[src/rtl/hybrid_subtractor8_pipe.sv]
// Purpose : 8-bit subtractor (Xi - Yi - B0) with Di/B8/Z/N/V flags; low nibble carry-lookahead, high nibble ripple.
// Latency : 2 cycles from input acceptance to out_valid; one result per cycle sustained.
// Backpr. : valid/ready on both ports; in_ready = !s1_valid | !s2_valid | out_ready (combinational, no skid buffer).
//
// Ports:
//   clk, rst_n          clock, asynchronous active-low reset
//   in_valid/in_ready   operand handshake for Xi, Yi (8b) and B0 (borrow-in)
//   out_valid/out_ready result handshake for Di (8b), B8 (borrow-out), Z, N, V
module hybrid_subtractor8_pipe (
   input  logic       clk,
   input  logic       rst_n,
   input  logic       in_valid,
   output logic       in_ready,
   input  logic [7:0] Xi,
   input  logic [7:0] Yi,
   input  logic       B0,
   output logic       out_valid,
   input  logic       out_ready,
   output logic [7:0] Di,
   output logic       B8,
   output logic       Z,
   output logic       N,
   output logic       V
);

   // Stage-1 combinational lookahead on bits 3:0 of Xi + ~Yi with carry-in ~B0
   logic [3:0] w_ny_lo;
   logic [3:0] w_p;
   logic [3:0] w_g;
   logic [4:0] w_c;
   logic [3:0] w_d_lo;

   // Pipeline handshake
   logic       w_s1_ready;
   logic       w_s2_ready;

   // Stage-1 registers
   logic       r_s1_valid;
   logic [3:0] r_s1_p;
   logic [3:0] r_s1_g;
   logic [4:1] r_s1_c;
   logic [3:0] r_s1_d_lo;
   logic [3:0] r_s1_x_hi;
   logic [3:0] r_s1_ny_hi;
   logic       r_s1_x7;
   logic       r_s1_y7;

   // Stage-2 combinational ripple on bits 7:4
   logic [3:0] w_d_hi;
   logic       w_carry;
   logic       w_c8;
   logic [7:0] w_d;

   // Stage-2 (output) registers
   logic       r_s2_valid;
   logic [7:0] r_di;
   logic       r_b8;
   logic       r_z;
   logic       r_n;
   logic       r_v;

   assign w_ny_lo = ~Yi[3:0];
   assign w_p     = Xi[3:0] ^ w_ny_lo;
   assign w_g     = Xi[3:0] & w_ny_lo;

   // Subtraction as addition: carry-in is the inverted borrow-in
   assign w_c[0] = ~B0;
   assign w_c[1] = w_g[0] | (w_p[0] & w_c[0]);
   assign w_c[2] = w_g[1] | (w_p[1] & w_g[0]) | (w_p[1] & w_p[0] & w_c[0]);
   assign w_c[3] = w_g[2] | (w_p[2] & w_g[1]) | (w_p[2] & w_p[1] & w_g[0])
                 | (w_p[2] & w_p[1] & w_p[0] & w_c[0]);
   assign w_c[4] = w_g[3] | (w_p[3] & w_g[2]) | (w_p[3] & w_p[2] & w_g[1])
                 | (w_p[3] & w_p[2] & w_p[1] & w_g[0])
                 | (w_p[3] & w_p[2] & w_p[1] & w_p[0] & w_c[0]);
   assign w_d_lo = w_p ^ w_c[3:0];

   // A stage may load when empty or when the stage after it frees up this cycle
   assign w_s2_ready = !r_s2_valid || out_ready;
   assign w_s1_ready = !r_s1_valid || w_s2_ready;
   assign in_ready   = w_s1_ready;

   always_comb begin
      w_d_hi  = '0;
      w_carry = r_s1_c[4];
      for (int i = 0; i < 4; i++) begin
         w_d_hi[i] = r_s1_x_hi[i] ^ r_s1_ny_hi[i] ^ w_carry;
         w_carry   = (r_s1_x_hi[i] & r_s1_ny_hi[i])
                   | (w_carry & (r_s1_x_hi[i] ^ r_s1_ny_hi[i]));
      end
      w_c8 = w_carry;
   end

   assign w_d = {w_d_hi, r_s1_d_lo};

   // P/G and the intermediate carries are kept registered for debug visibility;
   // stage 2 only needs the resolved C4.
   logic w_unused_dbg;
   assign w_unused_dbg = ^{r_s1_p, r_s1_g, r_s1_c[3:1]};

   always_ff @(posedge clk or negedge rst_n) begin
      if (!rst_n) begin
         r_s1_valid <= 1'b0;
         r_s1_p     <= '0;
         r_s1_g     <= '0;
         r_s1_c     <= '0;
         r_s1_d_lo  <= '0;
         r_s1_x_hi  <= '0;
         r_s1_ny_hi <= '0;
         r_s1_x7    <= 1'b0;
         r_s1_y7    <= 1'b0;
         r_s2_valid <= 1'b0;
         r_di       <= '0;
         r_b8       <= 1'b0;
         r_z        <= 1'b0;
         r_n        <= 1'b0;
         r_v        <= 1'b0;
      end else begin
         if (w_s1_ready) begin
            r_s1_valid <= in_valid;
         end
         if (w_s1_ready && in_valid) begin
            r_s1_p     <= w_p;
            r_s1_g     <= w_g;
            r_s1_c     <= w_c[4:1];
            r_s1_d_lo  <= w_d_lo;
            r_s1_x_hi  <= Xi[7:4];
            r_s1_ny_hi <= ~Yi[7:4];
            r_s1_x7    <= Xi[7];
            r_s1_y7    <= Yi[7];
         end
         if (w_s2_ready) begin
            r_s2_valid <= r_s1_valid;
         end
         if (w_s2_ready && r_s1_valid) begin
            r_di <= w_d;
            r_b8 <= ~w_c8;  // no carry out of bit 7 means a borrow occurred
            r_z  <= (w_d == 8'h00);
            r_n  <= w_d[7];
            r_v  <= (r_s1_x7 != r_s1_y7) && (w_d[7] != r_s1_x7);
         end
      end
   end

   assign out_valid = r_s2_valid;
   assign Di        = r_di;
   assign B8        = r_b8;
   assign Z         = r_z;
   assign N         = r_n;
   assign V         = r_v;

endmodule

[config.mk]
export PLATFORM = sky130hd
export DESIGN_NAME = hybrid_subtractor8_pipe
export DESIGN_NICKNAME = d
export VERILOG_FILES = /design/src/rtl/hybrid_subtractor8_pipe.sv
export SDC_FILE = /design/constraint.sdc
export NUM_CORES = 1
export LEC_CHECK = 0
export BUFFER_PORTS_ARGS = -buffer_cell sky130_fd_sc_hd__buf_2
export CAP_MARGIN = 20
export CORE_MARGIN = 5
export CORE_UTILIZATION = 30
export DETAILED_ROUTE_END_ITERATION = 10
export PLACE_DENSITY = 0.55
export SLEW_MARGIN = 20
export SYNTH_ARGS = -nofsm -noshare
export SYNTH_HDL_FRONTEND = slang
export SYNTH_SLANG_ARGS = --single-unit
[constraint.sdc]
create_clock -name clk -period 2.7 [get_ports clk]
set_clock_uncertainty 0.2 [all_clocks]
set_input_delay 0.54 -clock clk [delete_from_list [all_inputs] [get_ports clk]]
set_output_delay 0.54 -clock clk [all_outputs]
set_load 0.01 [all_outputs]
==> impl_metrics.csv <==
group,metric,value,unit
placement,portBuffers,34,
cts,clk_pin_slew,80,ps
critical_path,crit_type,"flop to flop",
floorplan,core,4320,um^2
layout,nets,175,
cts,clock_path_buffers,2,
cts,htree_levels,1,
synthesis,synthArstFlopShare,100,%
cts,cts_tree,"done",
cts,clock_latency,260,ps
synthesis,yosys_most_used_dff,"dfrtp_1",
global_routing,overflow,0,
timing,post-route-min-period,2570,ps
synthesis,syn_area_per_cell,12.0,um^2
layout,fin_cells,196,
critical_path,r2r-end,"V$_DFFE_PN0P_",
timing,worst_pin_slew,575,ps
placement,gp_congestion,0.779,
floorplan,io_pins,35,
drt,postRouteAntennaNets,0,
synthesis,ys_seq_area_share,51.2,%
cts,cts_sinks,27,
critical_path,reg2regPathDepth,9,
pwr,p_leak,0.772,nW
floorplan,dieArea,5830,um^2
critical_path,cpPeakStageDelay,570,ps
cts,numCtsBuffers,3,
drt,drt-wirelength-per-cell,12.6,um
layout,layout-area-overhead-vs-synth,19.1,%
global_routing,grtUsageTotal,8.94,%
drt,drc,0,
hold_path,hold_path_class,"input port to async pin",
synthesis,synth_top_area_share,51.2,%
critical_path,r2r_start,"r_s1_c[4]$_DFFE_PN0P_",
synthesis,synth_edf_count,0,
global_routing,grt_pass1_vias,927,
synthesis,yosysTopAreaCell,"dfrtp_1",
critical_path,crit_path_start_kind,"flop",
critical_path,path_depth,9,
critical_path,cp_max_fo,4,
synthesis,yosysMostFrequentCell,"dfrtp_1",
timing,max-slew-margin-rel,61.6,%
critical_path,path_cells,"inv_1, fa_1, inv_1, fa_2, fa_2, fa_2, nor2_1, a21oi_1, o21ai_0",
drt,firstDrtPassIters,3,
critical_path,cp.required,2640,ps
drt,via_count,866,
timing,finalSetupViolations,0,
layout,drive_gt1_share,39.6,%
timing,rsz0062_at_grt,"false",
timing,maxSlewViolCount,0,
critical_path,critPathLaunch,"r_s1_c[4]$_DFFE_PN0P_",
synthesis,synth_area,1320,um^2
drt,wl,2480,um
timing,hold_viol,0,
pwr,ir_drop,206,uV
global_routing,grt_max_degree,28,
timing,fin_crit_sh,95.3,%
critical_path,arrival,2520,ps
floorplan,initial_utilization,30.5,%
run_status,outcome,"finished clean",
critical_path,critPathBufInv,2,
pwr,power_density,724,nW/um^2
critical_path,worst_path_max_delay_cell,"fa_2",
global_routing,antenna_found_initial,0,
drt,viasPerCell,4.42,
cts,cts_setup_buffers,0,
cts,root_buffer,"clkbuf_8",
floorplan,die_h,76.3,um
critical_path,rrSetupSlack,130,ps
synthesis,postSynthCellCount,110,
synthesis,syn_nets,140,
synthesis,synth_warnings,0,
flow_run,drv_cap,0,
critical_path,cp-end-kind,"flop",
critical_path,path_common_cell,"fa_2",
timing,final.setup.tns,0,ps
synthesis,yosys-top-cells-area,"dfrtp_1 51%, fa_1 7.6%, mux2_2 6.8%, mux2_4 4.5%, nand2_1 4.3%",
synthesis,yosysUniqueCellTypes,27,
synthesis,yosys-top-cells-count,"27 x dfrtp_1, 15 x nand2_1, 9 x inv_1, 9 x o21ai_0, 8 x mux2_2",
floorplan,rows,24,
drt,first_iter_violations,23,
critical_path,critPathCapture,"V$_DFFE_PN0P_",
floorplan,die_width,76.3,um
global_routing,grt_pass1_wl,4280,um
layout,diodes,0,
critical_path,path_delay_family,"adder cells",
placement,dp.cells,192,
synthesis,ys_ff_latch,27,
timing,fmax,389,MHz
-- layout make-up --
cell class                      instances  area [um^2]
Sequential cell                        27          676
Multi-Input combinational cell         70          583
Tap cell                               52         65.1
Fill cell                             446         2750
Timing Repair Buffer                   34          170
Clock buffer                            4         45.0
Inverter                                9         33.8
-- flip-flops by register name (all words and copies together) (netlist names) --
register and count:
V 1, Z 1, B8 1, r_s1_d_lo 4, r_s1_c 1, out_valid 1
r_s1_valid 1, r_s1_ny_hi 4, Di 7, N 1, r_s1_x_hi 4, r_s1_y7 1
-- layout by cell type (no fill, tap or decap), types with 2 or more instances in the layout --
| master | Yosys | final |
|---|---|---|
| ha_1 | 4 | 4 |
| a21oi_1 | 3 | 3 |
| fa_2 | 0 | 3 |
| dfrtp_1 | 27 | 27 |
| mux2_4 | 4 | 4 |
| buf_2 | 1 | 34 |
| o21ai_0 | 9 | 9 |
| nand2_1 | 15 | 15 |
| o21ai_1 | 2 | 2 |
| mux2_2 | 8 | 8 |
| fa_1 | 5 | 2 |
| clkbuf_8 | 0 | 3 |
| inv_1 | 9 | 9 |
| nor2_1 | 5 | 5 |
| nand2b_1 | 3 | 3 |
-- repair_timing --
item / in CTS / in global routing
setup endpoints to repair: 1 / 2
hold buffers: 0 / 0
resized for setup: 1 / 2
pin swaps: 2 / 2
-- cell families (layout without fill, tap and decap cells) --
kind of cell / count (synthesis) / count (layout) / share of synthesized area [%]
AND/OR/NAND/NOR: 30 / 30 / 12.1
buffers and inverters: 13 / 47 / 5.21
AO/OA/AOI/OAI: 18 / 18 / 8.06
XOR/XNOR: 1 / 1 / 0.664
flip-flops: 27 / 27 / 51.2
adder cells (fa/ha/maj): 9 / 9 / 11.4
multiplexers: 12 / 12 / 11.4
-- per-layer routing --
layer | global-route usage (%) | up-vias | share of wire [%]
met5 | 0 | - | 0
met4 | 4.20 | 0 | 1.9
met3 | 2.13 | 4 | 5.5
met2 | 14.6 | 25 | 48
met1 | 11.1 | 407 | 45
li1 | - | 430 | -
-- worst register-to-register path, cell delays in order (launching register included) --
cell     delay, ps
dfrtp_1        370
inv_1          100
fa_1           180
inv_1           50
fa_2           340
fa_2           380
fa_2           570
nor2_1          60
a21oi_1        130
o21ai_0         80
-- through the flow --
step	power [W]	hold slack [ps]	setup WS, ps	utilization, %	cell area [um^2]
floorplan	0.000795	44.4	158	-	1320
global placement	0.000916	263	90.0	35.2	1520
detailed placement	0.000931	272	12.1	35.2	1520
CTS	0.00116	77.4	36.5	36.3	1570
global route	0.00122	120	8.48	36.4	1570
finish	0.00114	61.2	128	36.4	1570
-- report_power, final --
part / switching [W] / internal, W
Combinational: 0.000174 / 0.000185
Sequential: 0.0000628 / 0.000498
Clock: 0.000113 / 0.000105
Total: 0.000350 / 0.000788
-- worst min path at each step --
stage	start	endpoint	cells past startpoint
global placement	Di[4]$_DFFE_PN0P_	Di[4]$_DFFE_PN0P_	2
CTS	rst_n	Di[5]$_DFFE_PN0P_	1
global route	rst_n	Di[5]$_DFFE_PN0P_	1
finish	rst_n	Di[5]$_DFFE_PN0P_	1
floorplan	rst_n	B8$_DFFE_PN0P_	0
detailed placement	V$_DFFE_PN0P_	V$_DFFE_PN0P_	2
No activity file was read; power rests on OpenSTA's default activity.
